[src/rtl/z80fi_ld16_imm_tracker.sv]
// z80fi_ld16_imm_tracker
// Streaming decoder for the Z80 formal interface. It watches the fetched-byte
// stream and assembles every 16-bit immediate load (LD BC/DE/HL/SP,nn and
// LD IX/IY,nn) into a retire record for the per-instruction checkers.
//
// Optional feature: define Z80FI_PREFIX_CHAIN_EN to let chained DD/FD
// prefixes accumulate (last prefix wins). Without it, a second prefix aborts
// and restarts decoding from that prefix.
//
// state | meaning
// IDLE  | waiting for an M1 opcode byte
// PFX   | DD/FD prefix latched, waiting for the 21 opcode
// LO    | waiting for the low immediate byte
// HI    | waiting for the high immediate byte
// OUT   | record presented, waiting for rec_ready_i
module z80fi_ld16_imm_tracker #(
    parameter int MAX_LEN = 4,
    parameter int CNT_W   = 16
) (
    input  logic                 clk_i,
    input  logic                 reset_i,
    input  logic                 byte_valid_i,
    output logic                 byte_ready_o,
    input  logic [7:0]           byte_data_i,
    input  logic                 byte_m1_i,
    input  logic [15:0]          byte_addr_i,
    output logic                 rec_valid_o,
    input  logic                 rec_ready_i,
    output logic [8*MAX_LEN-1:0] rec_insn_o,
    output logic [3:0]           rec_len_o,
    output logic [2:0]           rec_reg_o,
    output logic [15:0]          rec_nn_o,
    output logic [15:0]          rec_ip_o,
    output logic [15:0]          rec_ip_next_o,
    output logic                 err_o,
    output logic [CNT_W-1:0]     rec_count_o,
    output logic [CNT_W-1:0]     skip_count_o
);

    typedef enum logic [2:0] {S_IDLE, S_PFX, S_LO, S_HI, S_OUT} state_t;

    state_t               state_q, state_d;
    logic [8*MAX_LEN-1:0] buf_q, buf_d;
    logic [3:0]           len_q, len_d;
    logic [2:0]           reg_q, reg_d;
    logic [15:0]          nn_q, nn_d;
    logic [15:0]          ip_q, ip_d;
    logic                 pfx_fd_q, pfx_fd_d;
    logic                 err_q, err_d;
    logic [CNT_W-1:0]     rec_cnt_q, skip_cnt_q;
    logic                 rec_inc, skip_inc;
    logic                 acc, do_start, do_append;
    logic                 byte_is_pfx, byte_is_ld;

    assign acc         = byte_valid_i && byte_ready_o;
    assign byte_is_pfx = (byte_data_i == 8'hDD) || (byte_data_i == 8'hFD);
    assign byte_is_ld  = (byte_data_i & 8'hCF) == 8'h01;

    // Next-state decode; do_start runs the IDLE decode so an aborting byte is reused.
    always_comb begin
        state_d   = state_q;
        buf_d     = buf_q;
        len_d     = len_q;
        reg_d     = reg_q;
        nn_d      = nn_q;
        ip_d      = ip_q;
        pfx_fd_d  = pfx_fd_q;
        err_d     = 1'b0;
        rec_inc   = 1'b0;
        skip_inc  = 1'b0;
        do_start  = 1'b0;
        do_append = 1'b0;

        case (state_q)
            S_IDLE: begin
                if (acc && byte_m1_i) do_start = 1'b1;
            end
            S_PFX: begin
                if (acc) begin
                    if (byte_data_i == 8'h21) begin
                        reg_d     = {2'b10, pfx_fd_q};
                        do_append = 1'b1;
                        state_d   = S_LO;
                    end else if (byte_is_pfx) begin
`ifdef Z80FI_PREFIX_CHAIN_EN
                        // Reject the prefix if opcode and nn could no longer fit.
                        if (int'(len_q) + 4 > MAX_LEN) begin
                            err_d    = 1'b1;
                            skip_inc = 1'b1;
                            state_d  = S_IDLE;
                        end else begin
                            pfx_fd_d  = byte_data_i[5];
                            do_append = 1'b1;
                        end
`else
                        err_d    = 1'b1;
                        do_start = 1'b1;
`endif
                    end else begin
                        skip_inc = 1'b1;
                        state_d  = S_IDLE;
                    end
                end
            end
            S_LO, S_HI: begin
                if (acc) begin
                    if (byte_m1_i) begin
                        err_d    = 1'b1;
                        do_start = 1'b1;
                    end else begin
                        do_append = 1'b1;
                        if (state_q == S_LO) begin
                            nn_d[7:0] = byte_data_i;
                            state_d   = S_HI;
                        end else begin
                            nn_d[15:8] = byte_data_i;
                            state_d    = S_OUT;
                        end
                    end
                end
            end
            S_OUT: begin
                if (rec_ready_i) begin
                    rec_inc = 1'b1;
                    state_d = S_IDLE;
                end
            end
            default: state_d = S_IDLE;
        endcase

        if (do_append) begin
            for (int i = 0; i < MAX_LEN; i++) begin
                if (len_q == 4'(i)) buf_d[i*8 +: 8] = byte_data_i;
            end
            len_d = len_q + 4'd1;
        end

        if (do_start) begin
            if (byte_is_pfx || byte_is_ld) begin
                buf_d      = '0;
                buf_d[7:0] = byte_data_i;
                len_d      = 4'd1;
                ip_d       = byte_addr_i;
                nn_d       = '0;
            end
            if (byte_is_pfx) begin
                pfx_fd_d = byte_data_i[5];
                state_d  = S_PFX;
            end else if (byte_is_ld) begin
                reg_d   = {1'b0, byte_data_i[5:4]};
                state_d = S_LO;
            end else begin
                skip_inc = 1'b1;
                state_d  = S_IDLE;
            end
        end
    end

    // Record registers and saturating statistics.
    always_ff @(posedge clk_i or posedge reset_i) begin
        if (reset_i) begin
            state_q    <= S_IDLE;
            buf_q      <= '0;
            len_q      <= '0;
            reg_q      <= '0;
            nn_q       <= '0;
            ip_q       <= '0;
            pfx_fd_q   <= 1'b0;
            err_q      <= 1'b0;
            rec_cnt_q  <= '0;
            skip_cnt_q <= '0;
        end else begin
            state_q  <= state_d;
            buf_q    <= buf_d;
            len_q    <= len_d;
            reg_q    <= reg_d;
            nn_q     <= nn_d;
            ip_q     <= ip_d;
            pfx_fd_q <= pfx_fd_d;
            err_q    <= err_d;
            if (rec_inc && (rec_cnt_q != '1)) rec_cnt_q <= rec_cnt_q + 1'b1;
            if (skip_inc && (skip_cnt_q != '1)) skip_cnt_q <= skip_cnt_q + 1'b1;
        end
    end

    assign byte_ready_o  = (state_q != S_OUT);
    assign rec_valid_o   = (state_q == S_OUT);
    assign rec_insn_o    = buf_q;
    assign rec_len_o     = len_q;
    assign rec_reg_o     = reg_q;
    assign rec_nn_o      = nn_q;
    assign rec_ip_o      = ip_q;
    assign rec_ip_next_o = ip_q + 16'(len_q);
    assign err_o         = err_q;
    assign rec_count_o   = rec_cnt_q;
    assign skip_count_o  = skip_cnt_q;

endmodule

[config.mk]
export PLATFORM = sky130hd
export DESIGN_NAME = z80fi_ld16_imm_tracker
export DESIGN_NICKNAME = d
export VERILOG_FILES = /design/src/rtl/z80fi_ld16_imm_tracker.sv
export SDC_FILE = /design/constraint.sdc
export NUM_CORES = 1
export LEC_CHECK = 0
export BUFFER_PORTS_ARGS = -buffer_cell sky130_fd_sc_hd__buf_2
export CELL_PAD_IN_SITES_DETAIL_PLACEMENT = 1
export CELL_PAD_IN_SITES_GLOBAL_PLACEMENT = 2
export CORE_MARGIN = 8
export CORE_UTILIZATION = 33
export DETAILED_ROUTE_END_ITERATION = 10
export PLACE_DENSITY = 0.86
export SLEW_MARGIN = 20
export SYNTH_ARGS = -nofsm -noshare
export SYNTH_HDL_FRONTEND = slang
export SYNTH_SLANG_ARGS = --single-unit
export TNS_END_PERCENT = 5
[constraint.sdc]
create_clock -name clk_i -period 3.5 [get_ports clk_i]
set_clock_uncertainty 0.05 [all_clocks]
set_input_delay 0.175 -clock clk_i [delete_from_list [all_inputs] [get_ports clk_i]]
set_output_delay 0.175 -clock clk_i [all_outputs]
set_load 0.01 [all_outputs]
After elaboration in Yosys (flattened, before gate mapping) --
Index checks and enable logic that the tools add are counted. W data, S select, Z words.
Cells by class: add/sub/neg operators 4, equality and inequality tests 20, multiplexer cells 56, reduce and logical (&&, ||, !) cells 12
Operators with widths (number):
- $mux W32 | 3
- $mux W16 | 5
- $mux W8 | 6
- $mux W3 | 14
- $add A16 B1 Y16 const B | 2
- $ne A16 B16 Y1 const B | 2
- $mux W1 | 19
- $add A16 B4 Y16 | 1
- $eq A8 B8 Y1 const B | 2
- $mux W4 | 3
- $ne A3 B3 Y1 const B | 4
- $pmux W3 S4 | 1
- $eq A4 B2 Y1 const B | 2
- $eq A8 B6 Y1 const B | 1
- $eq A3 B2 Y1 const B | 2
- $eq A6 B1 Y1 const B | 1
- $reduce_and A6 Y1 | 1
- $add A4 B1 Y4 const B | 1
- $eq A4 B1 Y1 const B | 1
- $logic_and A1 B1 Y1 | 4
- $logic_not A4 Y1 | 1
- $mux W2 | 2
- $ne A4 B4 Y1 const B | 1
- $pmux W1 S2 | 2
- 9 further kinds | 11
Word-level totals: register bits 108, input port bits 29

Depth between registers and ports, before layout --
Gate-level depths: netlist of run 1.
word-level depth 10, depth in mapped cells 8, mapped depth without buffers 8

Worst setup path before layout of run 1 --
No wires, ideal clock.
path type input-to-reg, from input port byte_data_i[2], to register ip_q[0] (netlist: rec_ip_o[0]), arrival 2047 ps, required time 3325 ps, slack 1279 ps, stages on the path 5, path buffers 1, path through or4_4 -> or4b_4 -> a21oi_4 -> buf_6 -> mux2_2
On the way: longest elaborated chain between the ends 7, elaborated cells between the ends (all ways) 11, those cells by class eq/ne (4); mux (4); reduce/logical (3)
RTL lines:
- start: declaration | line 24 | input logic [7:0] byte_data_i,
- $eq A8 B8 Y1 | line 56 | assign byte_is_pfx = (byte_data_i == 8'hDD) || (byte_data_i == 8'hFD);
- $logic_or A1 B1 Y1 | line 56
- $mux W1 | line 84 | end else if (byte_is_pfx) begin
- $mux W1 | line 80 | if (byte_data_i == 8'h21) begin
- $mux W1 | line 79 | if (acc) begin
- $pmux W1 S3 | line 74 | case (state_q)
- $reduce_and A2 Y1 (no line) (*)
- end signal: assignment | line 178 | ip_q <= ip_d;
- end: declaration | line 47 | logic [15:0] ip_q, ip_d;
Every way passes the cells marked *; elsewhere a longest branch is shown, timed or not. A chain may end at the register's enable or synchronous reset.

Worst setup path after layout of run 1 --
from register len_q[0] (netlist: rec_len_o[0]), to output port rec_ip_next_o[8]
On the way: longest elaborated chain between the ends 1
RTL lines:
- start: declaration | line 44 | logic [3:0] len_q, len_d;
- start signal: assignment | line 175 | len_q <= len_d;
- $add A16 B4 Y16 | line 193 | assign rec_ip_next_o = ip_q + 16'(len_q);
- end: declaration | line 34 | output logic [15:0] rec_ip_next_o,
No other way between the ends.

==> reports/qor.yml, run 1 <==
die-area_um2: 20030
fp.dieW_um: 141.5
n_antenna_cell: 0
crit_required_ns: 3.27
min_period_over_period_pct: 79.26
path_clk_slew_ns: 0.07
yosys-top-cells-count: "108 x dfrtp_1, 58 x nor2_1, 40 x mux2i_1"
grt_pass1_wl_mm: 24.34
route.vias.total: 4071
initial_core_util_pct: 33.21
worstSetupPathType: "flop to output port"
synthMuxAreaShare_pct: 14.34
fin_util_pct: 42.19
max_freq_ghz: 0.3605
synth-simple-area-share_pct: 16.61
status: "finished clean"
setup_viol: 0
synth_fp_nets: 498
hold_depth: 2
synth_area_leaders: "dfrtp_1 52%, mux2i_1 7.7%, xnor2_1 6.1%, nor2_1 4.2%, mux2_2 3.9%"
area_growth_pct: 27.05
regArea_um2: 2703
crit_path_max_fanout: 7
dpl.hpwl_mm: 11.37
syn_avg_cell_area_um2: 11.35
firstDrtPassIters: 4
cts_tree: "yes"
worstHoldPathType: "primary input to flop"
grt_usage_pct: 15.21
drt_first_iter_violations: 120
whs_ns: 0.02137
final_hold_viol_count: 0
synth_xor_area_share_pct: 7.581
cts_root_buffer: "clkbuf_16"
tightest_slew_ns: 0.8612
globalRouteOverflowTotal: 0
multi_input_area_um2: 2360
core_area_um2: 15660
drv_slew: 0
globalplace.congestion: 0.7929
crit_family: "adder cells"
fin_area_um2: 6605
synth-warning-count: 0
rsz0062_at_grt: "false"
netlist_area_um2: 5199
ios: 151
cp_data_arrival_time_ns: 2.55
worstSetupStartpointType: "flop"
ys_seq_elements: 108
yosys.area_share.adder_pct: 2.792
yosys.area.top_type: "dfrtp_1"
period_minus_slack_ns: 2.774
peakVddDrop_mv: 0.2170
finalNetCount: 662
ant_nets: 0
synthCells: 458
ctsResizeCount: 0
drc: 0
cts_max_level: 3
insertion_delay_ns: 0.35
drive_gt1_share_pct: 33.07
slowest_delay_ns: 0.50
place_ws_ns: 0.8743
yosysSeqAreaShare_pct: 51.99
synth-edff-count: 0
ys_async_sr_fraction_pct: 100.0
portBuffers: 150
reg2regPathDepth: 5
path_buf_inv: 2
die_h_um: 141.5
synthFlopType: "dfrtp_1"
cts_buffers: 9
routed_wl_mm: 15.10
dpl-instance-area_um2: 6191
drt-wirelength-per-cell_um: 17.93
yosysMostFrequentCell: "dfrtp_1"
synth_compound_area_share_pct: 4.067
setup_slack_ns: 0.7258
drv_cap: 0
fillers: 1805
slew_headroom_pct: 42.59
end_kind: "output port"
leakage_nw: 3.449
synthDominantCellAreaShare_pct: 51.99
num_rows: 46
crit_chain: "ha_1, inv_1, fa_1, nor2b_1, o21ai_0, a21o_1, nor2_1, xor2_1, buf_2"
cp.depth: 9
antenna_found_initial: 0
synth_top_family_by_area: "simple AND/OR/NAND/NOR gates"
ys_types: 47
grt_max_degree: 67
postCtsSetupRepairBufs: 0
clockBufferDepth: 2
viasPerCell: 4.835
critPathSlowestCell: "dfrtp_1"
grt_pass1_vias: 4391
fin_tns_setup_ns: 0
power_density_nw_per_um2: 434.0
clock_sinks: 108
==> sequential cells by signal (all words and copies together) (netlist names) <==
signal        flops
rec_reg_o         3
rec_insn_o       32
pfx_fd_q          1
rec_count_o      16
err_o             1
rec_nn_o         16
rec_ip_o         16
skip_count_o     16
state_q           3
rec_len_o         4
==> cells in the final DEF (no fill, tap or decap), types with 10 or more instances in the layout <==
master,Yosys,routed
buf_2,1,150
dfrtp_1,108,108
nor2_1,58,58
mux2i_1,40,40
xnor2_1,36,36
nand2_1,30,30
mux2_2,18,18
nand3_1,17,17
and3_1,14,14
nand4_1,13,13
inv_1,14,13
o21ai_0,11,11
dlygate4sd3_1,0,11
ha_1,10,10
==> cells by family after synthesis <==
logic type               after synthesis
buffers and inverters                 29
AND/OR/NAND/NOR                      167
adder cells (fa/ha/maj)               11
AO/OA/AOI/OAI                         30
XOR/XNOR                              45
flip-flops                           108
multiplexers                          68
==> routing by layer <==
metal | global-route usage [%] | vias up | wire length (um)
met5 | 0 | - | 0
met4 | 4.183 | 0 | 159
met3 | 4.805 | 15 | 1057
met2 | 25.49 | 111 | 7244
met1 | 18.50 | 2037 | 6634
li1 | - | 1908 | -
==> through the flow <==
stage	total power, mW	cells
after floorplan	1.625	458
after global placement	1.800	816
after detailed placement	1.821	816
after CTS	2.917	842
after global routing	3.000	842
final	2.867	842
==> repair_timing <==
action                     CTS  global route
hold endpoints to repair    69             0
setup endpoints to repair    0             0
hold buffers                11             0
==> layout make-up <==
| cell class | instances | share of cell area [%] |
|---|---|---|
| Sequential cell | 108 | 40.92 |
| Multi-Input combinational cell | 321 | 35.73 |
| Clock inverter | 6 | 1.193 |
| Timing Repair Buffer | 168 | 13.83 |
| Clock buffer | 9 | 3.410 |
| Tap cell | 216 | 4.092 |
| Inverter | 14 | 0.8335 |
==> path summary, 6_finish.rpt <==
check                              endpoint       startpoint  slack (ns)
setup reg to reg              rec_insn_o[1]       state_q[2]        0.94
max in group asynchronous    rec_insn_o[30]          reset_i        2.05
setup / recovery           rec_ip_next_o[8]     rec_len_o[0]        0.73
hold / removal                  rec_ip_o[2]   byte_addr_i[2]        0.02
min in group asynchronous   rec_count_o[12]          reset_i        0.50
hold reg to reg             skip_count_o[7]  skip_count_o[7]        0.45
==> power breakdown <==
group,total [mW],internal [mW],switching (mW)
combinational,0.390,0.176,0.214
clock,1.07,0.569,0.500
sequential,1.41,1.32,0.0837
Power figures use the tool's default switching activity.
==> inputs of run 2 (changes only) <==
- ABC_AREA: default -> 1
- CORE_UTILIZATION: 33 -> 30
- PLACE_DENSITY: 0.86 -> 0.84
- clock period: 3.5 -> 2.9 ns (I/O delays scaled with it)
==> run 2 against run 1 <==
  * Clock power up 26%
  * Combinational power increased to 2.8 times the previous value
  * Power grew 52%
  * Global-route usage rose by 0.62 points
  * First-iteration DRC count increased by 48%
  * Final area grew 13%
  * Worst setup slack got worse by 0.42 ns
  * Die area up 22%
  * Critical endpoint is now rec_ip_next_o[14]
  * Highest routed layer unchanged
==> reports/qor.yml, run 2 <==
status: "finished clean"  # unchanged
whs_endpoint: "rec_insn_o[7]"  # was rec_ip_o[2]
ys_types: 34  # was 47
max_freq_ghz: 0.3848
cts_buffers: 9  # unchanged
largest_register_ffs: 32  # unchanged
die_h_um: 156.1  # was 141.5 um
cts_max_level: 3  # unchanged
setup_viol: 0  # unchanged
area_growth_pct: 26.61  # was 27.05%
drv_cap: 0  # unchanged
synthDominantCellAreaShare_pct: 45.87  # was 51.99%
rr_endpoint: "rec_nn_o[13]"  # was rec_insn_o[1]
synthFlopType: "dfrtp_1"  # unchanged
combPwrFrac_pct: 25.3  # was 13.6%
synth_area_leaders: "dfrtp_1 46%, nand2_1 14%, xor2_1 4.3%, nand3_1 4.0%, nor2_1 3.9%"  # was dfrtp_1 52%, mux2i_1 7.7%, xnor2_1 6.1%, nor2_1 4.2%, mux2_2 3.9%
synthCells: 738  # was 458
dpl.hpwl_mm: 13.80  # was 11.37 mm
fin_area_um2: 7460  # was 6605 um^2
ys_async_sr_fraction_pct: 100.0  # unchanged
grt_pass1_vias: 5754  # was 4391
cts_root_buffer: "clkbuf_16"  # unchanged
insertion_delay_ns: 0.36  # was 0.35 ns
slowest_delay_ns: 0.40  # was 0.50 ns
drt_first_iter_violations: 177  # was 120
p_int_mw: 2.927  # was 2.069 mW
globalplace.congestion: 0.7786  # was 0.7929
drv_slew: 0  # unchanged
rrSetupSlack_ns: 0.60  # was 0.94 ns
path_buf_inv: 3  # was 2
clock_sinks: 108  # unchanged
grt_max_degree: 50  # was 67
reg2reg_from: "state_q[0]"  # was state_q[2]
portBuffers: 150  # unchanged
slew_headroom_pct: 61.75  # was 42.59%
multi_input_area_um2: 2791  # was 2360 um^2
synth_fp_nets: 778  # was 498
globalRouteOverflowTotal: 0  # unchanged
netlist_area_um2: 5892  # was 5199 um^2
synth-edff-count: 0  # unchanged
p_total_mw: 4.371  # was 2.867 mW
switching_share_pct: 33.04  # was 27.82%
fp.dieW_um: 156.1  # was 141.5 um
die-area_um2: 24380  # was 20030 um^2
cts_tree: "yes"  # unchanged
setup_slack_ns: 0.3015  # was 0.7258 ns
crit_path_max_fanout: 3  # was 7
peakVddDrop_mv: 0.3536  # was 0.2170 mV
pwr-share-seq_pct: 43.8  # was 49.1%
core_area_um2: 19400  # was 15660 um^2
final_common_cell: "nand2_1"  # was buf_2
final_hold_viol_count: 0  # unchanged
routed_wl_mm: 18.99  # was 15.10 mm
drt-wirelength-per-cell_um: 16.28  # was 17.93 um
yosysSeqAreaShare_pct: 45.87  # was 51.99%
fillers: 2432  # was 1805
initial_core_util_pct: 30.37  # was 33.21%
grt_pass1_wl_mm: 30.57  # was 24.34 mm
period_minus_slack_ns: 2.599
clockBufferDepth: 2  # unchanged
tightest_slew_ns: 0.5723  # was 0.8612 ns
crit_required_ns: 2.71  # was 3.27 ns
grt_usage_pct: 15.83  # was 15.21%
regArea_um2: 2705  # was 2703 um^2
power.switching_mw: 1.444  # was 0.7976 mW
end_kind: "output port"  # unchanged
viasPerCell: 4.637  # was 4.835
finalNetCount: 937  # was 662
syn_avg_cell_area_um2: 7.984  # was 11.35 um^2
yosys-top-cells-count: "225 x nand2_1, 108 x dfrtp_1, 62 x nor2_1"  # was 108 x dfrtp_1, 58 x nor2_1, 40 x mux2i_1
crit_chain: "ha_1, inv_1, fa_1, inv_1, nand3_1, nand2_1, nand2_1, nor2_2, nand3_1, nor2_1, xor2_1, buf_2"  # was ha_1, inv_1, fa_1, nor2b_1, o21ai_0, a21o_1, nor2_1, xor2_1, buf_2
leakage_nw: 4.007  # was 3.449 nW
drc: 0  # unchanged
yosys.area.top_type: "dfrtp_1"  # unchanged
num_rows: 51  # was 46
clock_power_share_pct: 30.9  # was 37.3%
worstHoldPathType: "primary input to flop"  # unchanged
ant_nets: 0  # unchanged
drive_gt1_share_pct: 22.86  # was 33.07%
worstSetupPathType: "flop to output port"  # unchanged
antenna_found_initial: 0  # unchanged
min_period_over_period_pct: 89.60
cp_data_arrival_time_ns: 2.40  # was 2.55 ns
ios: 151  # unchanged
reg2regPathDepth: 8  # was 5
ys_seq_elements: 108  # unchanged
hp-start: "byte_data_i[7]"  # was byte_addr_i[2]
worstSetupStartpointType: "flop"  # unchanged
dpl-instance-area_um2: 6933  # was 6191 um^2
route.vias.total: 5407  # was 4071
critPathSlowestCell: "fa_1"  # was dfrtp_1
rsz0062_at_grt: "false"  # unchanged
firstDrtPassIters: 4  # unchanged
crit_family: "simple AND/OR/NAND/NOR gates"  # was adder cells
n_antenna_cell: 0  # unchanged
fin_tns_setup_ns: 0  # unchanged
power_density_nw_per_um2: 585.9  # was 434.0 nW/um^2
path_clk_slew_ns: 0.08  # was 0.07 ns
yosysMostFrequentCell: "nand2_1"  # was dfrtp_1
synth-warning-count: 0  # unchanged
place_ws_ns: 0.5300  # was 0.8743 ns
hold_depth: 3  # was 2
layout_common_cells: "225 x nand2_1, 150 x buf_2, 106 x dfrtp_1, 61 x nor2_1, 52 x inv_1"  # was 150 x buf_2, 108 x dfrtp_1, 58 x nor2_1, 40 x mux2i_1, 36 x xnor2_1
run 2: cell count changes in the layout (fill, tap and decap cells not counted), moves of 20 or more:
cell,delta
nand3_1,+30
nand2_1,+195
o21ai_1,+27
inv_1,+39
xor2_1,+20
xnor2_1,-23
run 2: how the worst max path moves through the flow:
stage,end,start,cells after the start,slack [ns]
6_report,rec_ip_next_o[14],rec_ip_o[0],12,0.30
3_3_place_gp,rec_ip_next_o[14],rec_len_o[0],12,0.59
5_1_grt,rec_ip_next_o[14],rec_ip_o[0],12,0.009
2_1_floorplan,rec_ip_next_o[14],rec_len_o[0],11,0.71
4_1_cts,rec_ip_next_o[14],rec_len_o[0],12,0.12
3_5_place_dp,rec_ip_next_o[14],rec_len_o[0],12,0.53
run 2: metrics by stage:
stage | utilization (%) | hold WS, ns | instances
6_report | 38.45 | 0.07984 | 1166
5_1_grt | 38.45 | 0.07896 | 1166
3_3_place_gp | 35.74 | 0.2944 | 1131
2_1_floorplan | - | 0.2046 | 738
4_1_cts | 38.29 | 0.06746 | 1164
3_5_place_dp | 35.74 | 0.2961 | 1131
run 2: logic make-up after synthesis:
family,Yosys count,synth area share [%]
AO/OA/AOI/OAI,68,5.904
XOR/XNOR,42,6.243
adder cells (fa/ha/maj),11,2.463
buffers and inverters,94,6.795
flip-flops,108,45.87
multiplexers,24,4.099
AND/OR/NAND/NOR,391,28.63
run 2: worst register-to-register path, cell delays in order (launching register included):
cell and delay (ns):
dfrtp_1 0.52, nor2_2 0.32, a21oi_2 0.15, nand3_1 0.14, nand3_2 0.17, nand2_2 0.12, clkinv_2 0.29, buf_12 0.30
a21oi_1 0.17
run 2: final cells by class:
cell class,instances,area share (%)
Multi-Input combinational cell,536,37.42
Sequential cell,108,36.26
Timing Repair Buffer,179,14.42
Tap cell,265,4.445
Inverter,63,3.237
Clock buffer,9,3.019
Clock inverter,6,1.191
run 2: what timing repair did:
item / 4_1_cts / 5_1_grt
resized for setup: 0 / 3
setup buffers: 0 / 1
setup endpoints to repair: 0 / 2
hold buffers: 18 / 0
endpoints found under the hold margin: 54 / 0
run 2: metal layers:
metal | vias to the layer above | wire length, um | track usage, %
li1 | 2689 | - | -
met4 | 0 | 163 | 3.158
met5 | - | 0 | 0
met3 | 14 | 1198 | 5.180
met1 | 2595 | 8637 | 19.72
met2 | 109 | 8989 | 26.31
run 2: power by group through the flow:
| stage | combinational [mW] | clock, mW | sequential (mW) |
|---|---|---|---|
| after CTS | 1.12 | 1.41 | 1.92 |
| after global routing | 1.25 | 1.45 | 1.95 |
| after detailed placement | 1.10 | 0 | 1.95 |
| after floorplan | 0.546 | 0 | 2.00 |
| after global placement | 1.09 | 0 | 1.94 |
| final | 1.11 | 1.35 | 1.91 |
==> inputs of run 3 (changes only) <==
- CELL_PAD_IN_SITES_DETAIL_PLACEMENT: 1 -> default
- CELL_PAD_IN_SITES_GLOBAL_PLACEMENT: 2 -> default
- CORE_UTILIZATION: 30 -> 40
- GPL_TIMING_DRIVEN: default -> 1
- PLACE_DENSITY: 0.84 -> 0.68
==> run 3 against run 2 <==
  * Final area shrank 2.0%
  * Count of clock-buffer cells in the layout grew 3
  * Maximum frequency decreased by 3.5%
==> reports/qor.yml, run 3 (synthesis results as in run 2) <==
setup_viol: 0  # unchanged
tightest_slew_ns: 0.7397  # was 0.5723 ns
clock_sinks: 108  # unchanged
wl_met3_mm: 1.124  # was 1.198 mm
fin_area_um2: 7311  # was 7460 um^2
end_kind: "output port"  # unchanged
routed-wl-met2_mm: 7.675  # was 8.989 mm
path_clk_slew_ns: 0.07  # was 0.08 ns
clockBufferDepth: 2  # unchanged
max_freq_ghz: 0.3713  # was 0.3848 GHz
ctsResizeCount: 0  # unchanged
routed_wl_mm: 16.36  # was 18.99 mm
area_growth_pct: 24.08  # was 26.61%
worstSetupPathType: "flop to output port"  # unchanged
drv_cap: 0  # unchanged
drive_gt1_share_pct: 22.14  # was 22.86%
drt-wirelength-per-cell_um: 15.11  # was 16.28 um
cts_buffers: 9  # unchanged
postCtsSetupRepairBufs: 0  # unchanged
final_hold_viol_count: 0  # unchanged
worstSetupStartpointType: "flop"  # unchanged
clock_power_share_pct: 30.8  # was 30.9%
dpl-instance-area_um2: 6812  # was 6933 um^2
cts_max_level: 3  # unchanged
fin_tns_setup_ns: 0  # unchanged
switching_share_pct: 31.82  # was 33.04%
hold_buffers: 18  # unchanged
drt_first_iter_violations: 330  # was 177
largest_register_ffs: 32  # unchanged
num_rows: 44  # was 51
slowest_delay_ns: 0.45  # was 0.40 ns
wl_met1_mm: 7.395  # was 8.637 mm
insertion_delay_ns: 0.35  # was 0.36 ns
die_h_um: 137.4  # was 156.1 um
ant_nets: 0  # unchanged
ios: 151  # unchanged
cp_data_arrival_time_ns: 2.50  # was 2.40 ns
top_layer: "met4"  # unchanged
power.switching_mw: 1.373  # was 1.444 mW
viasPerCell: 4.931  # was 4.637
firstDrtPassIters: 5  # was 4
initial_core_util_pct: 40.69  # was 30.37%
grt_pass1_vias: 5037  # was 5754
drc: 0  # unchanged
dpl.hpwl_mm: 11.79  # was 13.80 mm
crit_path_max_fanout: 7  # was 3
combPwrFrac_pct: 24.8  # was 25.3%
n_antenna_cell: 0  # unchanged
critPathSlowestCell: "dfrtp_1"  # was fa_1
status: "finished clean"  # unchanged
power_density_nw_per_um2: 590.2  # was 585.9 nW/um^2
final_common_cell: "nand2_1"  # unchanged
grt_usage_pct: 17.28  # was 15.83%
crit_chain: "ha_1, inv_1, fa_1, inv_1, nand3_1, nand2_1, nand2_1, nor2_1, nand3_1, nor2_1, xor2_1, buf_2"  # was ha_1, inv_1, fa_1, inv_1, nand3_1, nand2_1, nand2_1, nor2_2, nand3_1, nor2_1, xor2_1, buf_2
peakVddDrop_mv: 0.3393  # was 0.3536 mV
fp.dieW_um: 137.4  # was 156.1 um
p_int_mw: 2.941  # was 2.927 mW
min_period_over_period_pct: 92.88  # was 89.60%
route.vias.total: 5340  # was 5407
core_area_um2: 14480  # was 19400 um^2
layout_common_cells: "225 x nand2_1, 150 x buf_2, 108 x dfrtp_1, 62 x nor2_1, 52 x inv_1"  # was 225 x nand2_1, 150 x buf_2, 106 x dfrtp_1, 61 x nor2_1, 52 x inv_1
path_buf_inv: 3  # unchanged
grt_max_degree: 50  # unchanged
portBuffers: 150  # unchanged
crit_family: "simple AND/OR/NAND/NOR gates"  # unchanged
fin_util_pct: 50.49  # was 38.45%
worstHoldPathType: "primary input to flop"  # unchanged
drv_slew: 0  # unchanged
antenna_found_initial: 0  # unchanged
grt_pass1_wl_mm: 25.97  # was 30.57 mm
finalNetCount: 934  # was 937
period_minus_slack_ns: 2.694  # was 2.599 ns
cts_tree: "yes"  # unchanged
rsz0062_at_grt: "false"  # unchanged
pwr-share-seq_pct: 44.4  # was 43.8%
cts_root_buffer: "clkbuf_16"  # unchanged
crit_required_ns: 2.71  # about the same
globalRouteOverflowTotal: 0  # unchanged
die-area_um2: 18870  # was 24380 um^2
globalplace.congestion: 0.8743  # was 0.7786
leakage_nw: 3.992  # was 4.007 nW
slew_headroom_pct: 50.58  # was 61.75%
## run 3: worst reg2reg max path, stage by stage (launching register included)
cell	delay (ns)
dfrtp_1	0.56
inv_2	0.18
nor3_2	0.28
nand3_1	0.17
nand3_2	0.16
nand2_2	0.08
clkinv_2	0.23
buf_4	0.28
nand2_1	0.09
o21ai_1	0.07
## run 3: per-layer routing
metal  global-route usage [%]  vias to the layer above
met5                        0                        -
met4                    5.130                        0
met3                    4.121                       11
met2                    27.30                      128
met1                    23.01                     2508
li1                         -                     2693
## run 3: path summary, 6_finish.rpt
check                      depth (start not counted)                end  slack [ns]      startpoint
max                                               12  rec_ip_next_o[14]        0.21    rec_len_o[0]
min                                                3      rec_insn_o[7]         0.1  byte_data_i[7]
max reg2reg                                        9        rec_ip_o[1]        0.67      state_q[0]
min reg2reg                                        2           pfx_fd_q        0.44        pfx_fd_q
max in group asynchronous                          4     rec_insn_o[17]        1.54         reset_i
min in group asynchronous                          3     rec_count_o[9]        0.42         reset_i
## run 3: power by group through the flow
stage          Clock (mW)  Sequential (mW)  Combinational (mW)
6_report             1.33             1.91                1.07
5_1_grt              1.44             1.95                1.20
4_1_cts              1.38             1.91                1.10
3_5_place_dp            0             1.94                1.07
3_3_place_gp            0             1.93                1.06
2_1_floorplan           0             2.00               0.546
## run 3: through the flow
stage	total power [mW]	cells	hold WS (ns)	worst slack [ns]
after floorplan	2.551	738	0.2046	0.7128
after global placement	2.992	1049	0.2551	0.6065
after detailed placement	3.011	1049	0.2630	0.5517
after CTS	4.387	1083	0.07894	0.1664
after global routing	4.587	1083	0.09696	0.003052
final	4.314	1083	0.09600	0.2065
## run 3: cell type report
type,instances,area [um^2]
inverters,63,241.5
flip-flops and latches,108,2703
multi-input cells,536,2789
fillers,1463,7168
clock inverters,4,72.57
repair buffers,176,1028
clock buffers,12,246.5
well taps,184,230.2
